$ cat src/rtl/exception_handler.sv
// Exception/ERET sequencer for the AM stage: picks the highest-priority trigger,
// pulses the CP0 commit for one cycle, flushes the pipe and holds a redirect until fetch accepts it.
module exception_handler #(
  parameter int          N_HWINT     = 6,
  parameter int          SYNC_STAGES = 2,
  parameter logic [31:0] EXC_VECTOR  = 32'hBFC00380
) (
  input  logic               clk,
  input  logic               resetn,
  input  logic [N_HWINT-1:0] hw_int,
  input  logic [1:0]         sw_int,
  input  logic [N_HWINT+1:0] int_mask,
  input  logic               status_ie,
  input  logic               status_exl,
  input  logic               am_valid,
  input  logic [4:0]         am_excep_code,
  input  logic [31:0]        am_pc,
  input  logic [31:0]        am_data_addr,
  input  logic [31:0]        cp0_epc,
  input  logic               am_is_bd,
  input  logic               am_adel_if,
  input  logic               am_eret,
  input  logic               redirect_ready,
  output logic               excep_valid,
  output logic               eret_commit,
  output logic [4:0]         excep_code,
  output logic [31:0]        epc,
  output logic [31:0]        badvaddr,
  output logic [31:0]        redirect_pc,
  output logic               is_bd,
  output logic               we_badvaddr,
  output logic               flush,
  output logic               redirect_valid,
  output logic               busy
);

  localparam logic [4:0] CODE_INT  = 5'd0;
  localparam logic [4:0] CODE_ADEL = 5'd4;
  localparam logic [4:0] CODE_ADES = 5'd5;

  typedef enum logic [1:0] {IDLE, FLUSH, REDIRECT} state_t;

  function automatic logic code_supported(input logic [4:0] code);
    case (code)
      5'd4, 5'd5, 5'd8, 5'd9, 5'd10, 5'd12: code_supported = 1'b1;
      default:                              code_supported = 1'b0;
    endcase
  endfunction

  state_t             state;
  logic [N_HWINT-1:0] sync_q [SYNC_STAGES];
  logic [N_HWINT-1:0] hw_sync;
  logic [N_HWINT+1:0] pending;
  logic               int_take;

  logic               trig;
  logic               trig_eret;
  logic [4:0]         trig_code;
  logic [31:0]        trig_badvaddr;
  logic               trig_we_badvaddr;
  logic [31:0]        trig_epc;

  always_ff @(posedge clk or negedge resetn) begin
    if (!resetn) begin
      for (int i = 0; i < SYNC_STAGES; i++) sync_q[i] <= '0;
    end else begin
      sync_q[0] <= hw_int;
      for (int i = 1; i < SYNC_STAGES; i++) sync_q[i] <= sync_q[i-1];
    end
  end

  assign hw_sync  = sync_q[SYNC_STAGES-1];
  assign pending  = {hw_sync, sw_int} & int_mask;
  assign int_take = (|pending) & status_ie & ~status_exl & am_valid;
  assign trig_epc = am_is_bd ? (am_pc - 32'd4) : am_pc;

  // Trigger selection: interrupt, then the synchronous codes, then ERET.
  always_comb begin
    trig             = 1'b0;
    trig_eret        = 1'b0;
    trig_code        = CODE_INT;
    trig_badvaddr    = '0;
    trig_we_badvaddr = 1'b0;
    if (int_take) begin
      trig = 1'b1;
    end else if (am_valid && code_supported(am_excep_code)) begin
      trig      = 1'b1;
      trig_code = am_excep_code;
      if (am_excep_code == CODE_ADEL) begin
        trig_we_badvaddr = 1'b1;
        trig_badvaddr    = am_adel_if ? am_pc : am_data_addr;
      end else if (am_excep_code == CODE_ADES) begin
        trig_we_badvaddr = 1'b1;
        trig_badvaddr    = am_data_addr;
      end
    end else if (am_valid && am_eret) begin
      trig      = 1'b1;
      trig_eret = 1'b1;
    end
  end

  always_ff @(posedge clk or negedge resetn) begin
    if (!resetn) begin
      state          <= IDLE;
      excep_valid    <= 1'b0;
      eret_commit    <= 1'b0;
      excep_code     <= '0;
      epc            <= '0;
      badvaddr       <= '0;
      redirect_pc    <= '0;
      is_bd          <= 1'b0;
      we_badvaddr    <= 1'b0;
      flush          <= 1'b0;
      redirect_valid <= 1'b0;
      busy           <= 1'b0;
    end else begin
      case (state)
        IDLE: begin
          if (trig) begin
            state       <= FLUSH;
            excep_valid <= ~trig_eret;
            eret_commit <= trig_eret;
            excep_code  <= trig_code;
            epc         <= trig_epc;
            is_bd       <= am_is_bd;
            badvaddr    <= trig_badvaddr;
            we_badvaddr <= trig_we_badvaddr;
            redirect_pc <= trig_eret ? cp0_epc : EXC_VECTOR;
            flush       <= 1'b1;
            busy        <= 1'b1;
          end
        end
        FLUSH: begin
          state          <= REDIRECT;
          excep_valid    <= 1'b0;
          eret_commit    <= 1'b0;
          redirect_valid <= 1'b1;
        end
        REDIRECT: begin
          if (redirect_ready) begin
            state          <= IDLE;
            excep_code     <= '0;
            epc            <= '0;
            badvaddr       <= '0;
            redirect_pc    <= '0;
            is_bd          <= 1'b0;
            we_badvaddr    <= 1'b0;
            flush          <= 1'b0;
            redirect_valid <= 1'b0;
            busy           <= 1'b0;
          end
        end
        default: state <= IDLE;
      endcase
    end
  end

endmodule

$ cat config.mk
export PLATFORM = sky130hd
export DESIGN_NAME = exception_handler
export DESIGN_NICKNAME = d
export VERILOG_FILES = /design/src/rtl/exception_handler.sv
export SDC_FILE = /design/constraint.sdc
export NUM_CORES = 1
export LEC_CHECK = 0
export BUFFER_PORTS_ARGS = -buffer_cell sky130_fd_sc_hd__buf_2
export CAP_MARGIN = 20
export CORE_UTILIZATION = 46
export CTS_BUF_LIST = sky130_fd_sc_hd__clkbuf_16
export DETAILED_ROUTE_END_ITERATION = 8
export MAX_ROUTING_LAYER = met4
export PLACE_DENSITY_LB_ADDON = 0.15
export SETUP_SLACK_MARGIN = 0.1
export SLEW_MARGIN = 20
export SYNTH_ARGS = -nofsm -noshare
export SYNTH_HDL_FRONTEND = slang
export SYNTH_SLANG_ARGS = --single-unit
$ cat constraint.sdc
create_clock -name clk -period 1.89 [get_ports clk]
set_input_delay 0.378 -clock clk [delete_from_list [all_inputs] [get_ports clk]]
set_output_delay 0.378 -clock clk [all_outputs]
set_load 0.05 [all_outputs]
==> metrics.md, run 1 <==
| Metric | Value |
|---|---|
| Vias post-DR | 4,773 |
| Total power | 11,910 uW |
| Flop2flop setup slack | 0.11 ns |
| Die X | 110.0 um |
| Iter 0 DRT Violations | 246 |
| Post-route antenna net violation count | 0 |
| WHS Path Cells | 1 |
| Startpoint types | primary input |
| EDFF count, synth | 0 |
| MaxCap Viol Count | 0 |
| CTS tree | done |
| Worst-path cell chain | buf_2 -> or3_4 -> or4_4 -> buf_4 -> nor4_4 -> xnor2_1 -> a22o_1 |
| Die height | 110.0 um |
| Share of layout cells above drive strength 1 | 0.4946 |
| Seq/Total Area, Yosys | 0.5646 |
| Yosys cell types | 46 |
| Num CTS Buffers | 17 |
| Final worst slack | 0.1059 ns |
| Max Fanout on Critical Path | 8 |
| Initial Util | 0.4717 |
| Antenna violations before repair | 0 |
| Post-route insts no fill | 879 |
| Congestion Overflow GR | 0 |
| Gate Count Post-Synth | 430 |
| Crit Reg-Reg Startpoint | hw_sync[0] |
| Sw Pwr | 5107 uW |
| All-Layer GR Usage | 0.2631 |
| Hold EP | sync_q[10] |
| Status | completed |
| CTS Root Cell | clkbuf_16 |
| Wire length per cell | 17.84 um |
| Final Hold Vio Count | 0 |
| Asr flop ratio synth | 1.000 |
| First-pass GRT wire length | 23,070 um |
| Fmax | 560.5 MHz |
| Clock power share | 0.269 |
| Finished Core Util | 0.7040 |
| Remaining DRCs | 0 |
| Share of power burned in registers | 0.306 |
| Site Rows | 39 |
| Largest stage delay, worst path | 0.51 ns |
| Setup violations, final | 0 |
| WL final | 15,680 um |
| Area Overhead vs Synth | 49.25% |
| Static Leak | 0.004310 uW |
| Nets | 850 |
| Multi-input gate area | 2258 sq um |
| Switching share of power | 0.4288 |
| Fin crit period | 1.784 ns |
| I/O Buffers | 233 |
| CP top delay family | simple AND/OR/NAND/NOR gates |
| # clock sinks | 121 |
| Rel. slew slack | 0.6675 |
| Commonest non-fill, non-tap cells in the layout | buf_2 (232), dfrtp_1 (121), a22o_1 (56), buf_4 (52), o2bb2ai_1 (45) |
| Slew @ Worst Pin | 0.4982 ns |
| Syn_nets | 557 |
| CP Capture Type | flop |
| I/O pins | 234 |
| Most common cell after layout, fill and taps aside | buf_2 |
| Maximum VDD drop | 0.001191 V |
| Worst skew pair latency | 0.40 ns |
| Mapped Avg Cell Area | 12.47 sq um |
| R2R Path End | epc[2] |
| Vias in the first global route | 4,609 |
| Crit Path Category | primary input to flop |
| Crit share post-route | 0.9439 |
| Int Pwr | 6803 uW |
| RSZ-0062 raised after global routing | yes |
| Logic pwr share | 0.425 |
| Netlist Area Pre-Place | 5363 sq um |
| N_diodes | 0 |
| Fill count | 881 |
| Hold WC Path Type | primary input to flop |
| Detailed placer's ending HPWL | 10,550 um |
| Hold Path Origin | hw_int[4] |
| Maximum buffer depth of the clock tree | 2 |
| #FFs+latches synth | 121 |
| Req. time, crit path | 2.18 ns |
| Max Slew Vio Count | 0 |
| CP max-delay cell | or4_4 |
| Via/cell ratio | 5.430 |
| Reg2Reg Depth | 7 |
| Pre-Repair DR Iteration Count | 4 |
| Worst clock skew | 0.006358 ns |
| Dpl ws | -0.2859 ns |
| Cells after DPL | 837 |
| Clock transition at the registers of the reported paths | 0.05 ns |
| Die area | 12,090 sq um |
| CTS HTree Levels | 4 |
| Crit path DAT | 2.07 ns |
| Top FF cell, synth | dfrtp_1 |
| Setup TNS | 0 ns |
| Pwr dens | 1488 nW/um^2 |
| Sequential cell area | 3028 sq um |
| Largest net degree at the start of global routing | 39 |
| CP bufs+invs | 2 |
| Core Box Area | 11,370 sq um |
| Synth warn | 0 |
| RePlAce Congestion | 0.8067 |
## repair_timing
item,in CTS,in global routing
gates resized for setup,8,8
endpoints found under the hold margin,26,0
endpoints found under the setup margin,91,103
pin swaps,3,5
hold buffers,1,0
gates cloned,1,3
buffers inserted,4,1
## stage by stage
step                hold slack (ns)  area (sq um)
floorplan                   0.08241          5403
global placement             0.3323          7202
detailed placement           0.3347          7202
CTS                         0.06689          7893
global route                0.06847          8004
finish                      0.07944          8004
## Yosys cell counts (4+ instances only)
master	n	area, sq um
or2_2	4	25.02
dfrtp_1	121	3028
xnor2_1	9	78.83
inv_1	8	30.03
mux2i_1	28	280.3
buf_2	8	40.04
nor3_1	7	35.03
nor2_1	28	105.1
a21oi_1	7	35.03
nor4_1	5	31.28
nand2_1	11	41.29
a22o_1	56	490.5
clkbuf_1	19	71.32
or3_1	5	31.28
xor2_1	19	166.4
nor4_2	6	75.07
o2bb2ai_1	45	394.1
a22oi_1	4	30.03
## cells by family (layout without fill, tap and decap cells)
family / count (synthesis) / count (layout) / share of synthesized area
and+or+nand+nor: 90 / 90 / 0.1057
buffers and inverters: 38 / 344 / 0.03057
AOI/OAI and AO/OA: 123 / 123 / 0.1967
xor gates and xnor gates: 28 / 28 / 0.04573
muxes: 29 / 29 / 0.05436
DFF: 121 / 121 / 0.5646
adders and majority gates: 1 / 1 / 0.002333
## final cells by class
| cell class | count | share of cell area |
|---|---|---|
| clock buffer | 17 | 0.05315 |
| clock inverter | 15 | 0.01985 |
| inverter | 8 | 0.003752 |
| multi-input combinational | 271 | 0.2822 |
| sequential | 121 | 0.3783 |
| tap | 143 | 0.02235 |
| timing repair buffer | 304 | 0.2404 |
## how the worst max path moves through the flow
| stage | depth (start not counted) | end | start | slack (ns) |
|---|---|---|---|---|
| finish | 7 | epc[23] | am_pc[14] | 0.11 |
| global route | 7 | epc[2] | hw_sync[2] | 0.03 |
| CTS | 6 | badvaddr[25] | hw_sync[0] | 0.03 |
| detailed placement | 7 | epc[31] | am_pc[14] | -0.29 |
| global placement | 7 | epc[23] | am_pc[14] | -0.26 |
| floorplan | 5 | epc[31] | am_pc[22] | -0.11 |
## power by group through the flow
stage               logic [uW]  clock network (uW)  registers [uW]
floorplan                 1110                   0            5840
global placement          4640                   0            3640
detailed placement        4690                   0            3660
CTS                       4870                3240            3640
global route              5300                3350            3720
finish                    5060                3200            3640
## per-layer routing
layer	GRT usage	vias to the layer above	share of wire	wire, um
met3	0.05350	20	0.053	833
li1	-	2208	-	-
met2	0.4134	175	0.48	7572
met5	-	-	0	0
met4	0.09619	0	0.016	246
met1	0.3385	2370	0.45	7028
## sequential cells by signal (all words and copies together) (netlist names), 2 cells and up
signal / cells
epc: 32
state: 2
hw_sync: 6
sync_q: 6
excep_code: 5
redirect_pc: 32
badvaddr: 32
## worst register-to-register path: cells and delay by family (launching register included)
kind / cells / cell delay (ns)
compound gates: 4 / 0.78
buf+inv: 2 / 0.32
flops: 1 / 0.37
simple gates: 1 / 0.24
Note: power is estimated with default switching activity, not from simulation.
==> run 2, diff against run 1 <==
ABC_AREA = 1   (was unset)
RECOVER_POWER = 25   (was unset)
==> run 2 against run 1 <==
Effect of this change:
- die area rose by 23%
- sequential cell count did not move
- sequential share of layout area fell by 3.2 points
- critical endpoint is now epc[27]
- synthesized cell count rose by 120%
- cell area rose by 9.4%
==> metrics.md, run 2 <==
| Metric | Value |
|---|---|
| Num CTS Buffers | 17 (unchanged) |
| Finished Core Util | 0.6259 (-0.07812) |
| Setup Buffers After CTS | 0 (-4) |
| Sw Pwr | 5671 uW (+11%) |
| WL final | 21,220 um (+35%) |
| Via/cell ratio | 5.245 (-3.4%) |
| Nets | 1,284 (+51%) |
| Crit Path Category | flop to flop |
| Top cells by area, synth | dfrtp_1 (46%), nand3_1 (15%), nand2_1 (12%) |
| Crit path DAT | 2.01 ns (-0.06 ns) |
| Die height | 122.1 um (+11%) |
| RSZ-0062 raised after global routing | no |
| Remaining DRCs | 0 (unchanged) |
| CTS tree | done |
| Fin crit period | 1.703 ns (-0.08097 ns) |
| Hold Path Origin | hw_int[2] |
| Die area | 14,920 sq um (+23%) |
| Largest regs | badvaddr: 32 flops, epc: 32 flops, redirect_pc: 32 flops |
| Hold WC Path Type | primary input to flop |
| Syn_nets | 1,054 (+89%) |
| Leading cell types by count after synthesis | nand2_1 (213), nand3_1 (200), dfrtp_1 (121) |
| RePlAce Congestion | 0.9590 (+19%) |
| Final Hold Vio Count | 0 (unchanged) |
| Die X | 122.1 um (+11%) |
| #FFs+latches synth | 121 (unchanged) |
| Site Rows | 43 (+10%) |
| # clock sinks | 121 (unchanged) |
| Min Hold Slack | 0.05611 ns (-0.02334 ns) |
| Iter 0 DRT Violations | 560 (+130%) |
| Setup violations, final | 0 (unchanged) |
| Core Box Area | 13,990 sq um (+23%) |
| All-Layer GR Usage | 0.2986 (+0.03544) |
| CTS Root Cell | clkbuf_16 |
| Cells after DPL | 1,316 (+57%) |
| Post-route antenna net violation count | 0 (unchanged) |
| Gate Count Post-Synth | 927 (+120%) |
| Cell taking the most area after synthesis | dfrtp_1 |
| Static Leak | 0.004972 uW (+15%) |
| Logic pwr share | 0.432 (+0.007) |
| Area Overhead vs Synth | 31.87% |
| Commonest non-fill, non-tap cells in the layout | buf_2 (232), nand2_1 (210), nand3_1 (200), dfrtp_1 (121), nor2_1 (115) |
| Max Slew Vio Count | 0 (unchanged) |
| Req. time, crit path | 2.20 ns (+0.02 ns) |
| R2R Path End | epc[27] |
| MaxCap Viol Count | 0 (unchanged) |
| Startpoint types | flop |
| Pwr dens | 1396 nW/um^2 (-6.2%) |
| I/O pins | 234 (unchanged) |
| Fin area | 8755 sq um (+9.4%) |
| Top FF cell, synth | dfrtp_1 |
| EDFF count, synth | 0 (unchanged) |
| Maximum VDD drop | 0.0009190 V (-23%) |
| Crit Reg-Reg Startpoint | hw_sync[0] |
| I/O Buffers | 233 (unchanged) |
| Congestion Overflow GR | 0 (unchanged) |
| Pre-Repair DR Iteration Count | 6 (+2) |
| Sequential cell area | 3028 sq um (unchanged) |
| Maximum buffer depth of the clock tree | 2 (unchanged) |
| Share of layout cells above drive strength 1 | 0.2626 (-0.2319) |
| Rel. slew slack | 0.4403 (-0.2272) |
| Largest net degree at the start of global routing | 74 (+90%) |
| Cell with the most instances after synthesis | nand2_1 |
| Status | completed |
| Most common cell after layout, fill and taps aside | buf_2 |
| Asr flop ratio synth | 1.000 (unchanged) |
| Max Fanout on Critical Path | 14 (+6) |
| Multi-input gate area | 3020 sq um (+34%) |
| Switching share of power | 0.4642 (+0.03537) |
| Setup TNS | 0 ns (unchanged) |
| Vias in the first global route | 6,289 (+36%) |
| Share of power burned in registers | 0.299 (-0.007) |
| Worst clock skew | 0.004535 ns (-0.001823 ns) |
| Wire length per cell | 15.73 um (-12%) |
| Crit share post-route | 0.9011 (-0.04284) |
| Flop2flop setup slack | 0.19 ns (+0.08 ns) |
| Fill count | 1,344 (+53%) |
| Slew @ Worst Pin | 0.8395 ns (+0.3413 ns) |
| Clock transition at the registers of the reported paths | 0.05 ns (about the same) |
| CP Capture Type | flop |
| Vias post-DR | 7,075 (+48%) |
| Clock power share | 0.269 (about the same) |
| Synth warn | 0 (unchanged) |
| Detailed placer's ending HPWL | 15,120 um (+43%) |
| Worst skew pair latency | 0.43 ns (+0.03 ns) |
| Netlist Area Pre-Place | 6639 sq um (+24%) |
| Yosys cell types | 25 (-46%) |
| Antenna violations before repair | 0 (unchanged) |
| Fmax | 587.2 MHz (+4.8%) |
| Reg2Reg Depth | 11 (+4) |
| First-pass GRT wire length | 32,860 um (+42%) |
| WHS Path Cells | 1 (unchanged) |
| Post-route insts no fill | 1,349 (+53%) |
| Seq/Total Area, Yosys | 0.4561 (-0.1085) |
| Hold EP | sync_q[8] |
| Initial Util | 0.4746 (+0.002935) |
| Area after DPL | 8129 sq um (+13%) |
| Top cell type's share of synthesized area | 0.4561 (-0.1085) |
| Int Pwr | 6547 uW (-3.8%) |
| N_diodes | 0 (unchanged) |
| Mapped Avg Cell Area | 7.162 sq um (-43%) |
| CTS HTree Levels | 4 (unchanged) |
run 2: cell types whose count changed in the layout (fill, tap and decap cells not counted), sizes merged, moves of 46 or more:
| cell | change |
|---|---|
| a22o | -56 |
| inv | +77 |
| nand2 | +205 |
| nand3 | +198 |
| nor2 | +89 |
| o21ai | +65 |
| o2bb2ai | -46 |
run 2: area by class of cell:
type                       instances  area share
sequential                       121      0.3459
multi-input combinational        665      0.3450
timing repair buffer             269      0.1812
clock buffer                      17     0.04859
inverter                          83     0.03559
tap                              180     0.02573
clock inverter                    14     0.01801
run 2: worst max-delay path, stage by stage (launching register included):
cell and delay (ns):
dfrtp_1 0.36, nand2_1 0.06, nand2_1 0.05, nor2_1 0.10, nand2_1 0.13, nand2_2 0.13, nand3_2 0.11, nand2_4 0.16
inv_2 0.12, buf_12 0.17, nand3_1 0.13, nand2_1 0.06
run 2: repair_timing:
item,4_1_cts,5_1_grt
endpoints found under the setup margin,0,68
hold buffers,1,0
hold endpoints to repair,27,0
resized for setup,0,3
run 2: per-layer routing:
metal / wire length, um / GRT usage
met5: 0 / -
met2: 9779 / 0.4407
met4: 437 / 0.1029
met1: 9448 / 0.4047
met3: 1559 / 0.06554
run 2: worst max path at each step:
| stage | startpoint | to | slack [ns] | cells after the start |
|---|---|---|---|---|
| floorplan | am_pc[2] | epc[24] | 0.37 | 9 |
| global placement | am_pc[2] | epc[30] | 0.09 | 10 |
| detailed placement | am_pc[2] | epc[22] | -0.01 | 10 |
| CTS | hw_sync[0] | epc[22] | 0.15 | 10 |
| global route | hw_sync[0] | epc[29] | 0.11 | 11 |
| finish | hw_sync[0] | epc[27] | 0.19 | 11 |
run 2: kinds of logic after synthesis:
family | Yosys count | synth area share
XOR/XNOR | 8 | 0.01055
AND/OR/NAND/NOR | 573 | 0.3766
buffers and inverters | 141 | 0.09197
adder cells (fa/ha/maj) | 1 | 0.001884
flip-flops | 121 | 0.4561
AO/OA/AOI/OAI | 83 | 0.06295
run 2: power groups by stage:
stage	clock network [uW]	registers [uW]	logic, uW
5_1_grt	3460	3720	5620
6_report	3290	3650	5280
4_1_cts	3320	3650	5240
3_3_place_gp	0	3690	5190
2_1_floorplan	0	5980	1460
3_5_place_dp	0	3690	5240
run 2: through the flow:
step / power (uW) / setup slack [ns]
finish: 12220 / 0.1869
CTS: 12210 / 0.1536
floorplan: 7440 / 0.3718
global route: 12790 / 0.1096
detailed placement: 8922 / -0.01356
global placement: 8871 / 0.08956
